## src/rtl/fetch_pkg.sv

```systemverilog
// Shared front-end fetch definitions: sequencer state encoding and address defaults.
// The fetch unit and decode import the same encoding.
package fetch_pkg;

    typedef enum logic [1:0] {
        IDLE = 2'd0,
        REQ  = 2'd1,
        HOLD = 2'd2,
        KILL = 2'd3
    } fetch_state_t;

    localparam logic [31:0] DEFAULT_RESET_PC = 32'h8000_0000;
    localparam logic [31:0] DEFAULT_PC_STEP  = 32'd4;

    // Fetch addresses are word aligned; the low two bits of any target are dropped.
    function automatic logic [31:0] align_addr(input logic [31:0] addr);
        return {addr[31:2], 2'b00};
    endfunction

endpackage

```

## src/rtl/fetch_sequencer.sv

```systemverilog
// Program-counter sequencer for the fetch front end: one outstanding request,
// back-pressure hold, and jump redirect that drops the response the jump kills.
module fetch_sequencer
    import fetch_pkg::*;
#(
    parameter logic [31:0] RESET_PC = DEFAULT_RESET_PC,
    parameter logic [31:0] PC_STEP  = DEFAULT_PC_STEP,
    parameter int          CNT_W    = 32
) (
    input  logic             clk,
    input  logic             reset_n,
    input  logic             jump_flag_i,
    input  logic [31:0]      jump_addr_i,
    input  logic             data_ok_i,
    input  logic             ready_i,
    output logic             valid_o,
    output logic [31:0]      inst_addr_o,
    output logic             flush_o,
    output logic             busy_o,
    output logic [CNT_W-1:0] fetch_cnt_o
);

    localparam logic [CNT_W-1:0] CNT_ONE = CNT_W'(1);

    fetch_state_t state;
    logic [31:0]  pc;
    logic [31:0]  tgt;
    logic [31:0]  jump_tgt;

    assign jump_tgt    = align_addr(jump_addr_i);
    assign inst_addr_o = pc;
    assign valid_o     = (state == REQ) || (state == KILL);
    assign busy_o      = (state == REQ) || (state == KILL);

    // NOTE: every signal written in always_comb gets a default first, otherwise a latch is inferred.
    always_comb begin
        flush_o = 1'b0;
        case (state)
            REQ:     flush_o = jump_flag_i && data_ok_i;
            HOLD:    flush_o = jump_flag_i;
            KILL:    flush_o = data_ok_i;
            default: flush_o = 1'b0;
        endcase
    end

    // NOTE: sequential state uses non-blocking assignments so all registers update from pre-edge values.
    always_ff @(posedge clk) begin
        if (!reset_n) begin
            state       <= IDLE;
            pc          <= RESET_PC;
            tgt         <= '0;
            fetch_cnt_o <= '0;
        end else begin
            case (state)
                IDLE: begin
                    if (jump_flag_i) pc <= jump_tgt;
                    state <= REQ;
                end
                REQ: begin
                    if (jump_flag_i && data_ok_i) begin
                        pc <= jump_tgt;
                    end else if (jump_flag_i) begin
                        tgt   <= jump_tgt;
                        state <= KILL;
                    end else if (data_ok_i) begin
                        if (ready_i) begin
                            pc          <= pc + PC_STEP;
                            fetch_cnt_o <= fetch_cnt_o + CNT_ONE;
                        end else begin
                            state <= HOLD;
                        end
                    end
                end
                HOLD: begin
                    if (jump_flag_i) begin
                        pc    <= jump_tgt;
                        state <= REQ;
                    end else if (ready_i) begin
                        pc          <= pc + PC_STEP;
                        fetch_cnt_o <= fetch_cnt_o + CNT_ONE;
                        state       <= REQ;
                    end
                end
                KILL: begin
                    // A jump arriving with the killed response overrides the stored target.
                    if (data_ok_i) begin
                        pc    <= jump_flag_i ? jump_tgt : tgt;
                        state <= REQ;
                    end else if (jump_flag_i) begin
                        tgt <= jump_tgt;
                    end
                end
                default: state <= IDLE;
            endcase
        end
    end

endmodule

```

## config.mk

```make
export PLATFORM = sky130hd
export DESIGN_NAME = fetch_sequencer
export DESIGN_NICKNAME = d
export VERILOG_FILES = /design/src/rtl/fetch_pkg.sv /design/src/rtl/fetch_sequencer.sv
export SDC_FILE = /design/constraint.sdc
export NUM_CORES = 1
export LEC_CHECK = 0
export CORE_MARGIN = 3
export CORE_UTILIZATION = 56
export DETAILED_ROUTE_END_ITERATION = 10
export PLACE_DENSITY = 0.88
export SYNTH_ARGS = -nofsm -noshare
export SYNTH_HDL_FRONTEND = slang
export SYNTH_SLANG_ARGS = --single-unit
```

## constraint.sdc

```tcl
create_clock -name clk -period 3.4 [get_ports clk]
set_clock_uncertainty 0.15 [all_clocks]
set_input_delay 0.85 -clock clk [delete_from_list [all_inputs] [get_ports clk]]
set_output_delay 0.85 -clock clk [all_outputs]
set_load 0.01 [all_outputs]
```

=== Word-level counts from Yosys, hierarchy flattened ===
Cells that the tools add are included.

* Bits in registers: 98
* Input bits: 37
* Word-level logic and storage cells: 57
* Output and inout bits: 67

* Reduce and logical (&&, ||, !) cells: 9
* Multiplexer cells: 27
* Equality and inequality tests: 15
* $add $sub $neg: 2

{| class="wikitable"
|+ Operators with widths
! cell !! count
|-
| 2-to-1 mux 32 bit || 15
|-
| case mux 32 bit (2 select lines) || 2
|-
| case mux 32 bit (4 select lines) || 1
|-
| adder 32 x 1 -> 32 bit (second input constant) || 1
|-
| adder 32 x 3 -> 32 bit (second input constant) || 1
|-
| 2-to-1 mux 2 bit || 7
|-
| inequality test 2 bit (second input constant) || 7
|-
| AND reduction 5 bit || 2
|-
| inequality test 3 bit (second input constant) || 3
|-
| case mux 2 bit (4 select lines) || 1
|-
| inequality test 3 x 2 -> 1 bit (second input constant) || 2
|-
| equality test 2 bit (second input constant) || 2
|-
| AND reduction 4 bit || 1
|-
| nonzero test 2 bit || 2
|-
| case mux 1 bit (3 select lines) || 1
|-
| AND reduction 3 bit || 1
|-
| equality test 2 x 1 -> 1 bit (second input constant) || 1
|-
| logical NOT 2 bit || 1
|-
| logical AND 1 bit || 1
|-
| logical OR 1 bit || 1
|}

=== Longest topological paths before layout ===
* Depth in word-level cells: 6
* Mapped depth: 8
* Mapped depth without buffers: 6

=== Worst setup path after synthesis ===
Ideal clock, no wire load.

* Kind: input -> output
* Start: in jump_flag_i
* End: out flush_o
* Required time: 2.400 ns
* Arrival time: 1.706 ns
* Setup slack: 0.694 ns
* Stages on the path: 5
* Cell sequence: clkbuf_1 inv_1 clkbuf_1 o21ai_0 a22o_1

* Longest elaborated chain between the ends: 2

{| class="wikitable"
|+ RTL lines
! element !! RTL line !! text
|-
| start: declaration || fetch_sequencer.sv:12 || <nowiki>input logic jump_flag_i,</nowiki>
|-
| logical AND 1 bit || fetch_sequencer.sv:39 || <nowiki>REQ: flush_o = jump_flag_i && data_ok_i;</nowiki>
|-
| case mux 1 bit (3 select lines) (*) || fetch_sequencer.sv:38 || <nowiki>case (state)</nowiki>
|-
| end: declaration || fetch_sequencer.sv:18 || <nowiki>output logic flush_o,</nowiki>
|}

Mark *: on every way between the ends. The rest lies on a longest branch, timed or not.

=== Worst setup path in the final report ===
* Start: in data_ok_i
* End: out flush_o

* Longest elaborated chain between the ends: 2

{| class="wikitable"
|+ RTL lines
! element !! RTL line !! text
|-
| start: declaration || fetch_sequencer.sv:14 || <nowiki>input logic data_ok_i,</nowiki>
|-
| logical AND 1 bit || fetch_sequencer.sv:39 ||
|-
| case mux 1 bit (3 select lines) (*) || fetch_sequencer.sv:38 ||
|}

Marks and branches as above.

==> Flow_metrics.wiki <==
{| class="wikitable"
! Metric !! Value
|-
| DRC viols || 0
|-
| Tot GR Track Use || 0.318
|-
| Main flop type after synthesis || sky130_fd_sc_hd__dfxtp_1
|-
| Number of cells on the worst hold path || 2
|-
| Count of nets left with antenna violations after detail routing || 0
|-
| Top-level I/O count || 104
|-
| Number of synthesized flops with an enable pin || 0
|-
| Post-layout min period || 3.00 ns
|-
| Worst reg2reg startpoint || inst_addr_o[2]
|-
| Number of distinct library cells after synthesis || 63
|-
| Power density over cell area || 393 nW/um^2
|-
| Unrepaired setup endpoints after global routing || false
|-
| Number of diodes || 0
|-
| R2R Setup Slk || 0.95 ns
|-
| Critical Path Start || data_ok_i
|-
| Syn Area/Cell || 7.81 um^2
|-
| Capturing point of the worst reg2reg path || inst_addr_o[28]
|-
| Clock transition at path regs || 0.10 ns
|-
| Post-cts repair resize count || 0
|-
| Summed negative setup slack over all endpoints || 0 ns
|-
| Final hold vios || 0
|-
| Clock tree from TritonCTS || yes
|-
| MaxCap Viol Count || 0
|-
| Final RePlAce weighted congestion || 0.989
|-
| H-Tree Level Count || 3
|-
| Number of filler cells placed in the layout || 665
|-
| Wire length of the first global-routing pass || around 27000 um
|-
| IR Drop Worst-Case VDD || 0.000222 V
|-
| Maximum number of pins on one net before global-route repair || 27
|-
| Layout Area Growth over Synthesis || 28.5%
|-
| Die Y || ~100 um
|-
| Number of vias after detailed routing || 5770
|-
| Synthesized flop and latch total || 98
|-
| Total die area || 10400 um^2
|-
| Post-CTS Setup Bufs || 0
|-
| Count of nets after finishing || about 800
|-
| Sort of element at the start of the critical path || input port
|-
| Number of pins exceeding their max-slew limit in the final report || 0
|-
| Synthesized instance count || 658
|-
| Post-detailed-route wirelength per cell || between 15 and 20 um
|-
| End point of the most critical hold path || inst_addr_o[1]
|-
| Worst R2R Path Depth || 6
|-
| Tightest slew margin relative to the limit || 0.361
|-
| Master cell of the clock root buffer || sky130_fd_sc_hd__clkbuf_8
|-
| Routed via count divided by cell count || 6.62
|-
| Transition at the pin with the smallest max-transition slack || 0.953 ns
|-
| CP max FO || 3
|-
| Proportion of synthesized chip area in sequential cells || 0.382
|-
| Core region area || just under 9000 um^2
|-
| Total of endpoints with negative setup slack in the final report || 0
|-
| Crit Path Class || in2out
|-
| Total of buffers placed on input and output ports || 101
|-
| Remaining Overflow, GRT || 0
|-
| TritonCTS buffer count || 9
|-
| Leakage power total || 2.25 nW
|-
| Element type at the critical path end || primary output
|-
| Via count of the first global-routing pass || 5571
|-
| Launch instance of the worst min-delay path || inst_addr_o[1]
|-
| Final wirelength || 16200 um
|-
| Share of cells above drive strength 1 || 0.0773
|-
| Initial antenna violation count || 0
|-
| Hold-fix buffers, CTS || 0
|-
| Critical path data arrival time || 2.00 ns
|-
| Number of warnings reported in the yosys synthesis log || 0
|-
| Worst Path Required || 2.40 ns
|-
| Core Rows || 34
|-
| Post-synthesis cell area || 5140 um^2
|-
| Maximum clock frequency || around 0.33 GHz
|-
| Detailed Place HPWL || 11200 um
|-
| Buffer levels on the longest clock path || 2
|-
| Horizontal extent of the die || 102 um
|-
| Run status || completed
|-
| CTS Sinks || 98
|-
| Portion of the clock cycle consumed by the worst path in the final layout || 0.882
|-
| Share of async-settable or async-resettable flops after synthesis || 0
|-
| Number of detailed-route iterations in the first pass || 8
|-
| First DRT Iteration DRCs || 624
|-
| Clock latency on the worst-skew pair || 0.37 ns
|-
| Final core occ || 0.750
|-
| Synthesized net count || 697
|-
| Initial cell density of the core || 0.584
|-
| Worst min-delay path class || reg2reg
|}
==> per-stage QoR <==
| stage | instance area, um^2 | cells | setup WS (ns) | power, W | hold WS [ns] |
|---|---|---|---|---|---|
| floorplan | 5140 | 658 | 0.694 | 0.00150 | 0.286 |
| global placement | 6360 | 855 | 0.112 | 0.00170 | 0.289 |
| detailed placement | 6360 | 855 | 0.0769 | 0.00172 | 0.296 |
| CTS | 6600 | 871 | 0.0126 | 0.00259 | 0.310 |
| global route | 6610 | 871 | 0.343 | 0.00268 | 0.334 |
| finish | 6610 | 871 | 0.402 | 0.00259 | 0.312 |
==> where the power goes <==
group,internal [W],total (W),switching [W]
logic,0.000206,0.000443,0.000237
clock network,0.000459,0.000888,0.000429
registers,0.00119,0.00126,0.0000690
==> cell usage in the layout, fill, tap and decap left out, types with 11 or more instances in the layout <==
| cell | instances |
|---|---|
| sky130_fd_sc_hd__a21oi_1 | 61 |
| sky130_fd_sc_hd__nand2_1 | 102 |
| sky130_fd_sc_hd__buf_4 | 32 |
| sky130_fd_sc_hd__clkdlybuf4s50_1 | 100 |
| sky130_fd_sc_hd__nor3_1 | 18 |
| sky130_fd_sc_hd__o21ai_0 | 36 |
| sky130_fd_sc_hd__clkbuf_8 | 11 |
| sky130_fd_sc_hd__inv_1 | 12 |
| sky130_fd_sc_hd__nand3_1 | 26 |
| sky130_fd_sc_hd__a22o_1 | 13 |
| sky130_fd_sc_hd__nand4_1 | 23 |
| sky130_fd_sc_hd__nor2_1 | 43 |
| sky130_fd_sc_hd__or3_1 | 15 |
| sky130_fd_sc_hd__dfxtp_1 | 98 |
| sky130_fd_sc_hd__xnor2_1 | 15 |
==> sequential cells by signal (all words and copies together) (netlist names) <==
signal	flops
fetch_cnt_o	32
tgt	32
inst_addr_o	32
state	2
==> cell families after synthesis <==
| kind of cell | after synthesis | synth area share |
|---|---|---|
| AOI/OAI and AO/OA | 187 | 0.238 |
| xor gates and xnor gates | 21 | 0.0358 |
| and+or+nand+nor | 288 | 0.287 |
| adders and majority gates | 2 | 0.00487 |
| DFF | 98 | 0.382 |
| muxes | 4 | 0.00803 |
| buffers and inverters | 58 | 0.0448 |
==> cell type report <==
type                       instances  area, um^2  share of cell area
inverter                          13        48.8             0.00739
multi-input combinational        502        2950               0.446
tap                              108         135              0.0205
clock buffer                      11         151              0.0229
timing repair buffer             134        1270               0.193
clock inverter                     5        86.3              0.0131
sequential                        98        1960               0.297
==> worst max-delay path by stage <==
stage / depth (start not counted) / slack [ns] / to
3_5_place_dp: 5 / 0.08 / flush_o
6_report: 5 / 0.40 / flush_o
4_1_cts: 5 / 0.01 / flush_o
3_3_place_gp: 5 / 0.11 / flush_o
2_1_floorplan: 5 / 0.69 / flush_o
5_1_grt: 5 / 0.34 / flush_o
==> synthesized netlist by cell type (6+ instances only) <==
cell type                  count  share of area
sky130_fd_sc_hd__nor2_1       43          0.031
sky130_fd_sc_hd__o21ai_0      36          0.035
sky130_fd_sc_hd__and2_1        6         0.0073
sky130_fd_sc_hd__inv_1        13         0.0095
sky130_fd_sc_hd__a21oi_1      61          0.059
sky130_fd_sc_hd__xnor2_1      15          0.026
sky130_fd_sc_hd__o21ai_1       6         0.0058
sky130_fd_sc_hd__and3_1        7         0.0085
sky130_fd_sc_hd__nor3_1       18          0.018
sky130_fd_sc_hd__o22ai_1       8         0.0097
sky130_fd_sc_hd__nand3_1      26          0.025
sky130_fd_sc_hd__buf_2         7         0.0068
sky130_fd_sc_hd__a22oi_1       7          0.010
sky130_fd_sc_hd__or3_1        15          0.018
sky130_fd_sc_hd__a31oi_1       7         0.0085
sky130_fd_sc_hd__nor4_1        9          0.011
sky130_fd_sc_hd__and4_1        8          0.014
sky130_fd_sc_hd__nand2_1     102          0.074
sky130_fd_sc_hd__xor2_1        6          0.010
sky130_fd_sc_hd__a221oi_1      9          0.015
sky130_fd_sc_hd__clkbuf_1     35          0.026
sky130_fd_sc_hd__a222oi_1      8          0.016
sky130_fd_sc_hd__dfxtp_1      98           0.38
sky130_fd_sc_hd__nand4_1      23          0.028
sky130_fd_sc_hd__a22o_1       13          0.022
==> worst max-delay path: stages <==
cell and delay (ns):
sky130_fd_sc_hd__clkdlybuf4s50_1 0.48, sky130_fd_sc_hd__nand2_1 0.12, sky130_fd_sc_hd__o21ai_0 0.11, sky130_fd_sc_hd__a22o_1 0.25
sky130_fd_sc_hd__dlymetal6s2s_1 0.18
==> layer usage <==
layer	GRT usage	part of all wire	routed length, um
met1	0.392	0.39	6320
met2	0.525	0.49	7880
met3	0.0654	0.092	1500
met4	0.165	0.033	534
met5	0	0	0
(Power assumes the default switching activity.)
==> patch, RTL diff (config.mk and constraints unchanged) <==
Reset style: asynchronous (`reset_n`), changed in one clocked block.
--- a/src/rtl/fetch_sequencer.sv
+++ b/src/rtl/fetch_sequencer.sv
@@ -46,3 +46,3 @@
     // NOTE: sequential state uses non-blocking assignments so all registers update from pre-edge values.
-    always_ff @(posedge clk) begin
+    always_ff @(posedge clk or negedge reset_n) begin
         if (!reset_n) begin
Function: differs if reset_n is asserted again (counterexample within 4 cycles, from zero or initial values and one cycle with reset_n low); with reset_n held inactive, the same outputs for 4 cycles.
==> patch against the original RTL <==
Synthesized cell count decreased by 6.4%; first-iteration DRC count decreased by 14%; setup slack got worse by 0.15 ns; core utilization decreased by 1.7 points; sequential cell count unchanged; via count decreased by 4.6%; register-to-register slack got worse by 0.10 ns; area after synthesis increased by 11%; cell area increased by 8.9%; routed wire length increased by 5.5%; critical path type unchanged; critical endpoint unchanged.
Power is not compared: it rests on default switching activity, and its combinational part moved more than twofold at a synthesized area within 25%.
==> patch: results (changes against the original RTL) <==
.. list-table::
   :header-rows: 1

   * - Metric
     - Value
   * - Drt total wl
     - 17.1 mm (+5.5%)
   * - Largest net degree at the start of global routing
     - 54 (+100%)
   * - Initial antenna violation count
     - 0 (unchanged)
   * - Number of different library cells in the post-synthesis netlist
     - 66 (+4.8%)
   * - Clock buffers created by TritonCTS
     - 9 (unchanged)
   * - Family with the most delay on the worst path
     - buffers and inverters
   * - Detailed-router iteration count before antenna repair
     - 6 (-2)
   * - Gate count after technology mapping
     - 616 (-6.4%)
   * - Worst-path cell with the longest stage delay
     - clkdlybuf4s50_1
   * - Worst rel slew slack
     - 29.4% (-6.7 points)
   * - Worst IR Drop VDD
     - roughly 0.00032 V
   * - Internal power
     - about 2.5 mW
   * - Total gr overflow
     - 0 (unchanged)
   * - Critical-path maximum fanout
     - 2 (-1)
   * - Global-route usage over all layers
     - 30.7% (-1.1 points)
   * - Clock latency on the worst-skew pair
     - 0.39 ns (+0.02 ns)
   * - YS warnings
     - 0 (unchanged)
   * - Share of synthesized registers carrying an async set or reset
     - 100% (+100 points)
   * - Filler Cell Count
     - 724 (+8.9%)
   * - Number of port buffers
     - 101 (unchanged)
   * - Final Net Count
     - 753 (-5.5%)
   * - Final antenna diode count
     - 0 (unchanged)
   * - Register clock-pin slew on the reported worst setup and hold paths
     - approximately 0.090 ns
   * - Outcome
     - finished clean
   * - Leakage
     - approximately 3.0 nW
   * - Data arrival time of the critical path
     - 2.15 ns (+0.15 ns)
   * - DRC violation total after the first TritonRoute iteration
     - 536 (-14%)
   * - Vias in the first global route
     - 5440 (-2.4%)
   * - Routability congestion estimate
     - 0.986 (-0.34%)
   * - Post-CTS Repair Setup Buffers
     - 0 (unchanged)
   * - Cell at the root of the clock tree
     - clkbuf_8
   * - Cts repair resizes
     - 0 (unchanged)
   * - Placed wire-length estimate after detailed placement
     - 11.9 mm (+6.4%)
   * - Longest individual stage delay on the worst path
     - 0.59 ns (+0.11 ns)
   * - Hold Crit Class
     - primary input to asynchronous set/reset pin
   * - H-tree depth
     - 3 (unchanged)
   * - Leading post-synthesis cells by cell area
     - dfrtp_1, mux2_2, nand2_1
   * - Share of synthesized area occupied by flip-flops and latches
     - 43.1% (+5.0 points)
   * - Vias
     - 5506 (-4.6%)
   * - Maximum clock path buffer count
     - 2 (unchanged)
   * - Total cell area at the placement stage
     - 6880 um^2 (+8.1%)
   * - Most frequent cells after synthesis
     - dfrtp_1, nand2_1, nor2_1
   * - Fraction of final layout cells with drive strength greater than 1
     - 11.8% (+4.1 points)
   * - First-pass GRT wire length
     - 27.6 mm (+4.2%)
   * - Synthesized netlist net count
     - 655 (-6.0%)
## patch: per-layer routing
| metal | vias up | wire length, um | track usage, % |
|---|---|---|---|
| met4 | 0 | 640 | 16.5 |
| met2 | 335 | 8270 | 50.0 |
| met1 | 2655 | 6750 | 38.9 |
| met5 | - | 0 | 0 |
| li1 | 2450 | - | - |
| met3 | 66 | 1480 | 5.72 |
## patch: final cells by class
type	instances	area share, %
Clock buffer	9	1.72
Clock inverter	7	2.63
Inverter	22	1.15
Multi-Input combinational cell	459	41.6
Sequential cell	98	34.1
Tap cell	133	2.31
Timing Repair Buffer	124	16.5
## patch: final timing paths
path | start | end | slack (ns) | depth (start not counted)
max in group asynchronous | reset_n | tgt[21] | 2.09 | 2
hold / removal | reset_n | fetch_cnt_o[12] | 0.31 | 1
setup / recovery | data_ok_i | flush_o | 0.25 | 4
hold reg to reg | fetch_cnt_o[31] | fetch_cnt_o[31] | 0.32 | 1
min in group clk | fetch_cnt_o[31] | fetch_cnt_o[31] | 0.32 | 1
setup reg to reg | state[1] | inst_addr_o[22] | 0.85 | 6
## patch: stage by stage
stage	instances	total power, mW	setup WS, ns	hold slack [ns]	utilization, %
2_1_floorplan	616	2.05	0.380	0.295	-
3_3_place_gp	836	2.49	0.173	0.310	70.1
3_5_place_dp	836	2.54	0.0472	0.308	70.1
4_1_cts	852	3.68	0.249	0.324	73.3
5_1_grt	852	3.86	0.209	0.341	73.3
6_report	852	3.70	0.249	0.309	73.3
## patch: logic make-up after synthesis
group	Yosys count	synth area share (%)
AOI/OAI and AO/OA	155	18.5
xor gates and xnor gates	41	6.31
adders and majority gates	2	0.440
buffers and inverters	59	4.27
DFF	98	43.1
muxes	33	6.47
and+or+nand+nor	228	20.9
## patch: power groups by stage
stage | Clock (mW) | Sequential [mW] | Combinational (mW)
floorplan | 0 | 1.56 | 0.492
finish | 1.14 | 1.58 | 0.981
global placement | 0 | 1.56 | 0.928
detailed placement | 0 | 1.58 | 0.960
global route | 1.21 | 1.59 | 1.06
CTS | 1.15 | 1.56 | 0.973
